$ cat config.mk
export PLATFORM = sky130hd
export DESIGN_NAME = seq_u_cla_sub
export DESIGN_NICKNAME = d
export VERILOG_FILES = /design/src/rtl/arith_sub_pkg.sv /design/src/rtl/cla_sub_slice.sv /design/src/rtl/seq_u_cla_sub.sv
export SDC_FILE = /design/constraint.sdc
export NUM_CORES = 1
export LEC_CHECK = 0
export BUFFER_PORTS_ARGS = -buffer_cell sky130_fd_sc_hd__buf_2
export CORE_MARGIN = 2
export CORE_UTILIZATION = 48
export CTS_CLUSTER_DIAMETER = 100
export CTS_CLUSTER_SIZE = 24
export DETAILED_ROUTE_END_ITERATION = 10
export HOLD_SLACK_MARGIN = 0.06
export PLACE_DENSITY = 0.73
export SLEW_MARGIN = 30
export SYNTH_ARGS = -nofsm -noshare
export SYNTH_HDL_FRONTEND = slang
export SYNTH_SLANG_ARGS = --single-unit
$ cat constraint.sdc
create_clock -name clk -period 2.6 [get_ports clk]
set_input_delay 0.52 -clock clk [delete_from_list [all_inputs] [get_ports clk]]
set_output_delay 0.52 -clock clk [all_outputs]
set_load 0.02 [all_outputs]
$ cat src/rtl/arith_sub_pkg.sv
// Shared types and helpers for the sequential carry-lookahead subtractor.
package arith_sub_pkg;

    // Bits handled per cycle unless the instantiating module overrides it.
    localparam int unsigned CHUNK_DEFAULT = 4;

    typedef enum logic [1:0] {
        IDLE,
        RUN,
        DONE
    } sub_state_t;

    // Number of CLA slices needed to cover a given operand width.
    function automatic int unsigned nchunks(input int unsigned width,
                                            input int unsigned chunk = CHUNK_DEFAULT);
        return width / chunk;
    endfunction

endpackage

$ cat src/rtl/cla_sub_slice.sv
// One CHUNK-wide carry-lookahead slice, purely combinational.
// Computes a + b_n + cin, where b_n is the already inverted subtrahend chunk.
// msb_cin is the carry into the top bit, used for signed overflow detection.
module cla_sub_slice
    import arith_sub_pkg::*;
#(
    parameter int unsigned CHUNK = CHUNK_DEFAULT
) (
    input  logic [CHUNK-1:0] a,
    input  logic [CHUNK-1:0] b_n,
    input  logic             cin,
    output logic [CHUNK-1:0] sum,
    output logic             cout,
    output logic             msb_cin
);

    logic [CHUNK-1:0] gen;
    logic [CHUNK-1:0] prop;
    logic [CHUNK:0]   carry;

    assign gen  = a & b_n;
    assign prop = a ^ b_n;

    // Carry into bit n as a flat sum of products over generate/propagate terms,
    // so no carry depends on the previous carry bit.
    function automatic logic lookahead(input logic [CHUNK-1:0] g,
                                       input logic [CHUNK-1:0] p,
                                       input logic             ci,
                                       input int               n);
        logic acc;
        logic pchain;
        acc    = 1'b0;
        pchain = 1'b1;
        for (int j = int'(CHUNK) - 1; j >= 0; j--) begin
            if (j < n) begin
                acc    = acc | (g[j] & pchain);
                pchain = pchain & p[j];
            end
        end
        return acc | (pchain & ci);
    endfunction

    for (genvar i = 0; i <= CHUNK; i++) begin : g_carry
        assign carry[i] = lookahead(gen, prop, cin, i);
    end

    assign sum     = prop ^ carry[CHUNK-1:0];
    assign cout    = carry[CHUNK];
    assign msb_cin = carry[CHUNK-1];

endmodule

$ cat src/rtl/seq_u_cla_sub.sv
// Multi-cycle unsigned subtractor: diff = a - b (mod 2^WIDTH) with borrow-out.
// One CHUNK-wide CLA slice is reused each cycle, LSB chunk first, with the
// carry chain held in a register between cycles.
// Define SEQ_SUB_OVF_EN to add the ovf port (signed two's-complement overflow).
module seq_u_cla_sub
    import arith_sub_pkg::*;
#(
    parameter int unsigned WIDTH = 16,
    parameter int unsigned CHUNK = CHUNK_DEFAULT
) (
    input  logic             clk,
    input  logic             rst_n,
    input  logic             in_valid,
    output logic             in_ready,
    input  logic [WIDTH-1:0] a,
    input  logic [WIDTH-1:0] b,
    output logic             out_valid,
    input  logic             out_ready,
    output logic [WIDTH-1:0] diff,
    output logic             borrow
`ifdef SEQ_SUB_OVF_EN
    ,
    output logic             ovf
`endif
);

    localparam int unsigned NCHUNKS = nchunks(WIDTH, CHUNK);
    localparam int unsigned IDX_W   = (NCHUNKS > 1) ? $clog2(NCHUNKS) : 1;
    localparam logic [IDX_W-1:0] LAST_IDX = IDX_W'(NCHUNKS - 1);

    if ((WIDTH % CHUNK) != 0) begin : g_bad_width
        $error("seq_u_cla_sub: WIDTH must be a multiple of CHUNK");
    end

    sub_state_t       state_q;
    logic [WIDTH-1:0] a_q;
    logic [WIDTH-1:0] b_q;
    logic [WIDTH-1:0] diff_q;
    logic [IDX_W-1:0] idx_q;
    logic             carry_q;
    logic             in_ready_q;
    logic             out_valid_q;
    logic             borrow_q;
`ifdef SEQ_SUB_OVF_EN
    logic             ovf_q;
`endif

    logic [31:0]      base;
    logic [CHUNK-1:0] slice_a;
    logic [CHUNK-1:0] slice_b_n;
    logic [CHUNK-1:0] slice_sum;
    logic             slice_cout;
`ifdef SEQ_SUB_OVF_EN
    logic             slice_msb_cin;
`else
    logic             unused_msb_cin;
`endif

    // Bit offset of the chunk being processed this cycle.
    assign base      = 32'(idx_q) * CHUNK;
    assign slice_a   = a_q[base +: CHUNK];
    // Subtraction as a + ~b + 1; the +1 enters through carry_q on chunk 0.
    assign slice_b_n = ~b_q[base +: CHUNK];

    cla_sub_slice #(
        .CHUNK (CHUNK)
    ) u_slice (
        .a       (slice_a),
        .b_n     (slice_b_n),
        .cin     (carry_q),
        .sum     (slice_sum),
        .cout    (slice_cout),
`ifdef SEQ_SUB_OVF_EN
        .msb_cin (slice_msb_cin)
`else
        .msb_cin (unused_msb_cin)
`endif
    );

    // FSM, operand capture, chunk-wise result write and registered handshake outputs.
    always_ff @(posedge clk) begin
        if (!rst_n) begin
            state_q     <= IDLE;
            a_q         <= '0;
            b_q         <= '0;
            diff_q      <= '0;
            idx_q       <= '0;
            carry_q     <= 1'b0;
            in_ready_q  <= 1'b1;
            out_valid_q <= 1'b0;
            borrow_q    <= 1'b0;
`ifdef SEQ_SUB_OVF_EN
            ovf_q       <= 1'b0;
`endif
        end else begin
            unique case (state_q)
                IDLE: begin
                    if (in_valid && in_ready_q) begin
                        a_q        <= a;
                        b_q        <= b;
                        idx_q      <= '0;
                        carry_q    <= 1'b1;
                        in_ready_q <= 1'b0;
                        state_q    <= RUN;
                    end
                end
                RUN: begin
                    diff_q[base +: CHUNK] <= slice_sum;
                    carry_q               <= slice_cout;
                    idx_q                 <= idx_q + 1'b1;
                    if (idx_q == LAST_IDX) begin
                        // Final carry of a + ~b + 1 is 1 exactly when no borrow occurred.
                        borrow_q    <= ~slice_cout;
`ifdef SEQ_SUB_OVF_EN
                        ovf_q       <= slice_msb_cin ^ slice_cout;
`endif
                        out_valid_q <= 1'b1;
                        state_q     <= DONE;
                    end
                end
                DONE: begin
                    if (out_ready) begin
                        out_valid_q <= 1'b0;
                        in_ready_q  <= 1'b1;
                        state_q     <= IDLE;
                    end
                end
                default: begin
                    out_valid_q <= 1'b0;
                    in_ready_q  <= 1'b1;
                    state_q     <= IDLE;
                end
            endcase
        end
    end

    assign in_ready  = in_ready_q;
    assign out_valid = out_valid_q;
    assign diff      = diff_q;
    assign borrow    = borrow_q;
`ifdef SEQ_SUB_OVF_EN
    assign ovf       = ovf_q;
`endif

endmodule

Word level (Yosys, flattened, before mapping):

Cells that the tools add are included.

* register bits: 56
* input port bits: 36
* output and inout bits: 19

* add/sub/neg operators: 2
* equality and inequality tests: 6
* shift-type cells: 4
* mux-type cells: 15
* bitwise operators: 33
* reductions and logical operators: 9

Operators by type and width (number)
* $neg A4 Y34: 1
* $shift A4 B34 Y16 const A: 1
* $shiftx A4 B34 Y16: 1
* $shiftx A16 B5 Y4: 2
* $and A1 B1 Y1: 16
* $bwmux W16: 1
* $or A1 B1 Y1: 10
* $reduce_and A3 Y1: 3
* $mux W2: 4
* $xor A4 B4 Y4: 2
* $ne A2 B2 Y1 const B: 3
* $pmux W1 S3: 2
* $pmux W2 S3: 1
* $reduce_and A2 Y1: 3
* $mux W1: 5
* $and A4 B4 Y4: 1
* $eq A2 B2 Y1 const B: 2
* $not A4 Y4: 1
* $pmux W2 S2: 1
* $not A1 Y1: 3
* $add A2 B1 Y2 const B: 1
* $eq A2 B1 Y1 const B: 1
* $logic_not A2 Y1: 1
* $pmux W1 S2: 1
* other kinds (2): 2

Logic depth before layout (Yosys ltp):

* word-level depth: 10
* mapped depth: 8
* mapped depth without buffers: 7

Modules after synthesis:

A second synthesis with hierarchy kept.

* cells, all modules: 277
* area, all modules: 2551.2 um2

Modules (own cells, without submodules)
* seq_u_cla_sub: times used 1, cells an instance 259, area each 2396.0 um2
* cla_sub_slice: times used 1, cells an instance 18, area each 155.1 um2

Least setup slack after synthesis:

OpenSTA, ideal clock, no wires.

* kind: reg-to-reg
* from: register idx_q[0]
* to: register diff_q[14] (netlist: diff[14])
* setup time: 128 ps
* arrival: 2282 ps
* required time: 2472 ps
* path slack: 190 ps
* stages on the path, launching flop included: 9
* period minus slack after synthesis: 2410 ps
* cell sequence: dfxtp_1 > buf_4 > buf_4 > mux4_2 > ha_1 > or2_2 > a21o_1 > a32oi_1 > nor2_1

* cells in the longest elaborated chain, start to end: 10
* elaborated cells on any way between the ends: 25
* classes of those cells: add/sub: 1; shift: 4; mux: 1; bitwise: 19

Ends and longest elaborated chain
* start, declared: line seq_u_cla_sub.sv:39 `logic [IDX_W-1:0] idx_q;`
* start signal, assigned: line seq_u_cla_sub.sv:110 `idx_q <= idx_q + 1'b1;`
* $shiftx A16 B5 Y4: line seq_u_cla_sub.sv:63 `assign slice_b_n = ~b_q[base +: CHUNK];`
* $not A4 Y4: line seq_u_cla_sub.sv:63
* $and A4 B4 Y4 or $xor A4 B4 Y4 (tied branches): line cla_sub_slice.sv:21, cla_sub_slice.sv:22
* $and A1 B1 Y1 (on tied branches): line cla_sub_slice.sv:36, cla_sub_slice.sv:37
* $or A1 B1 Y1 (tied with other cells): line cla_sub_slice.sv:36 `acc = acc | (g[j] & pchain);`
* $or A1 B1 Y1 or $and A1 B1 Y1 (tied branches): line cla_sub_slice.sv:36, cla_sub_slice.sv:40
* $or A1 B1 Y1: line cla_sub_slice.sv:40 `return acc | (pchain & ci);`
* $xor A4 B4 Y4: line cla_sub_slice.sv:47 `assign sum = prop ^ carry[CHUNK-1:0];`
* $shiftx A4 B34 Y16: line seq_u_cla_sub.sv:108 `diff_q[base +: CHUNK] <= slice_sum;`
* $bwmux W16 *: line seq_u_cla_sub.sv:108
* end signal, assigned by index: line seq_u_cla_sub.sv:108
* end, declared: line seq_u_cla_sub.sv:38 `logic [WIDTH-1:0] diff_q;`

Mark *: on every way between the ends. The rest lies on a longest branch, timed or not.
A chain may end at the register's enable or synchronous reset.

Worst setup path in the final report:

* from: register idx_q[0]
* to: register diff_q[15] (netlist: diff[15])

The elaborated chain is that of the path after synthesis.

==> results.json <==
{
  "outcome": "completed",
  "postCtsSetupBuffers": 0,
  "worst_slew_pin_slew_ps": 673,
  "worstSetupStartpointType": "flip-flop",
  "grt_start_max_net_pins": 51,
  "p_total_mw": 1.73,
  "vdd_ir_drop_max_mv": 0.360,
  "wl_mm": 5.29,
  "clock_sinks": 56,
  "drtIter0Drc": 128,
  "htreeDepth": 2,
  "vias": 2035,
  "drv_cap": 0,
  "grt_pass1_wl_mm": 9.32,
  "placed_area_mm2": 0.00283,
  "ys_warn_count": 0,
  "cts_buffer_depth": 2,
  "final.fill_count": 506,
  "drt_pass1_iterations": 4,
  "crit_fanout": 16,
  "die_w_um": 76.6,
  "drtAntennaViolNets": 0,
  "die_h_um": 76.6,
  "fin_setup_tns_ps": 0,
  "io_buffers": 54,
  "synth_edf_count": 0,
  "ys.flop_type": "dfxtp_1",
  "fp-row-count": 26,
  "diodes": 0,
  "p_leak_nw": 1.23,
  "crit_path_end_kind": "flip-flop",
  "dieArea_mm2": 0.00586,
  "grt_pass1_vias": 1990,
  "post-route-min-period_ps": 2400,
  "drc": 0,
  "viasPerCell": 5.13,
  "overflow": 0,
  "grt_setup_unrepaired": "no",
  "fin_crit_sh_pct": 92.5,
  "critPathKind": "flip-flop to flip-flop",
  "yosysSeqAreaShare_pct": 44.3,
  "hold_viol_final": 0,
  "drive_above_1_share_pct": 26.3,
  "hold_class": "primary input to flip-flop",
  "design_area_mm2": 0.00292,
  "cts_tree": "yes",
  "nNetsFinal": 373,
  "critPathRequiredTime_ps": 2800,
  "power_density_mw_per_mm2": 594,
  "relSlewSlack_pct": 55.1,
  "core_area_mm2": 0.00511,
  "fmax_mhz": 416,
  "io_pins": 55,
  "place_congestion": 0.749,
  "maxSlewViolCount": 0,
  "cts_made_buffers": 5,
  "avgSynthCellArea_um2": 9.13,
  "fin_util_pct": 57.1,
  "final_cell_mix": "nand2_1 (72), dfxtp_1 (56), buf_2 (54)",
  "worst-r2r-setup-slack_ps": 200,
  "synth_nets": 324,
  "insertion_delay_ps": 310,
  "routedWlPerCell_um": 13.3,
  "skew_ps": 6.94,
  "initial_utilization_pct": 49.5,
  "netlist_area_mm2": 0.00253,
  "antenna_found_initial": 0,
  "final_common_cell": "nand2_1",
  "grt_usage_pct": 19.6,
  "area_growth_pct": 15.3,
  "yosys_register_bits": 56,
  "cts-root-buf": "clkbuf_8",
  "setup_viol": 0,
  "syn_inst": 277,
  "dpl.hpwl_mm": 3.78,
  "cts_hold_buffers": 0,
  "cts_resized": 0,
  "synth_cell_type_count": 40,
  "clkTransAtPathRegs_ps": 100,
  "crit_arrival_ps": 2600,
  "async_flop_share_pct": 0
}
## synthesized netlist by cell type (2+ instances only)
library cell | instances | area, um^2
a31o_1 | 5 | 43.8
nand2_1 | 72 | 270
buf_6 | 3 | 33.8
and3_1 | 5 | 31.3
a21o_1 | 2 | 15.0
a22oi_1 | 8 | 60.1
nand3_1 | 3 | 15.0
clkbuf_1 | 7 | 26.3
mux4_2 | 8 | 180
buf_2 | 3 | 15.0
inv_1 | 8 | 30.0
nor2_1 | 18 | 67.6
nand2_2 | 3 | 18.8
a21oi_1 | 36 | 180
buf_4 | 3 | 22.5
dfxtp_1 | 56 | 1120
ha_1 | 10 | 125
a32oi_1 | 4 | 35.0
nor3_1 | 2 | 10.0
## sequential cells by signal, summed over array words and instances, names as in the netlist
register / cells
borrow: 1
a_q: 16
b_q: 16
in_ready: 1
out_valid: 1
carry_q: 1
diff: 16
state_q: 2
idx_q: 2
## cell families (layout without fill, tap and decap cells)
kind of cell               Yosys count  after routing  share of synthesized area (%)
and+or+nand+nor                    116            116                           22.3
buffers and inverters               24             74                           5.05
muxes                                8              8                           7.13
adders and majority gates           11             11                           5.74
AOI/OAI and AO/OA                   60             60                           14.8
DFF                                 56             56                           44.3
xor gates and xnor gates             2              2                          0.693
## final timing paths
kind,end,start,cells past startpoint
setup / recovery,diff[15],idx_q[0],7
hold / removal,a_q[3],a[3],3
setup reg to reg,diff[15],idx_q[0],7
hold reg to reg,b_q[15],b_q[15],2
## worst max-delay path, stage by stage (launching register included)
cell and delay, ps:
dfxtp_1 410, buf_12 180, mux4_2 500, ha_1 360, a41o_1 260, a21oi_2 150
xnor2_1 160, a31o_1 260
## power by group
| part | total (mW) | switching [mW] | internal, mW |
|---|---|---|---|
| combinational | 0.329 | 0.193 | 0.136 |
| clock | 0.468 | 0.275 | 0.193 |
| sequential | 0.935 | 0.0313 | 0.904 |
## cell type report
type / instances / area, um^2 / area share (%)
multi-input cells: 197 / 1280 / 43.9
flip-flops and latches: 56 / 1120 / 38.4
repair buffers: 58 / 313 / 10.7
well taps: 70 / 87.6 / 3.00
clock buffers: 7 / 76.3 / 2.62
inverters: 8 / 30.0 / 1.03
clock inverters: 1 / 8.76 / 0.300
## layer usage
| layer | part of all wire, % | track usage [%] | vias to the layer above |
|---|---|---|---|
| met5 | 0 | 0 | - |
| met4 | 1.3 | 5.27 | 0 |
| met3 | 2.9 | 4.27 | 7 |
| met2 | 49 | 34.4 | 35 |
| met1 | 47 | 24.3 | 948 |
| li1 | - | - | 1045 |
## metrics by stage
step	setup slack [ps]	hold WS, ps	instances
floorplan	190	433	277
global placement	270	441	389
detailed placement	240	447	389
CTS	193	433	397
global route	35.0	431	397
finish	196	437	397
(Power assumes the default switching activity.)
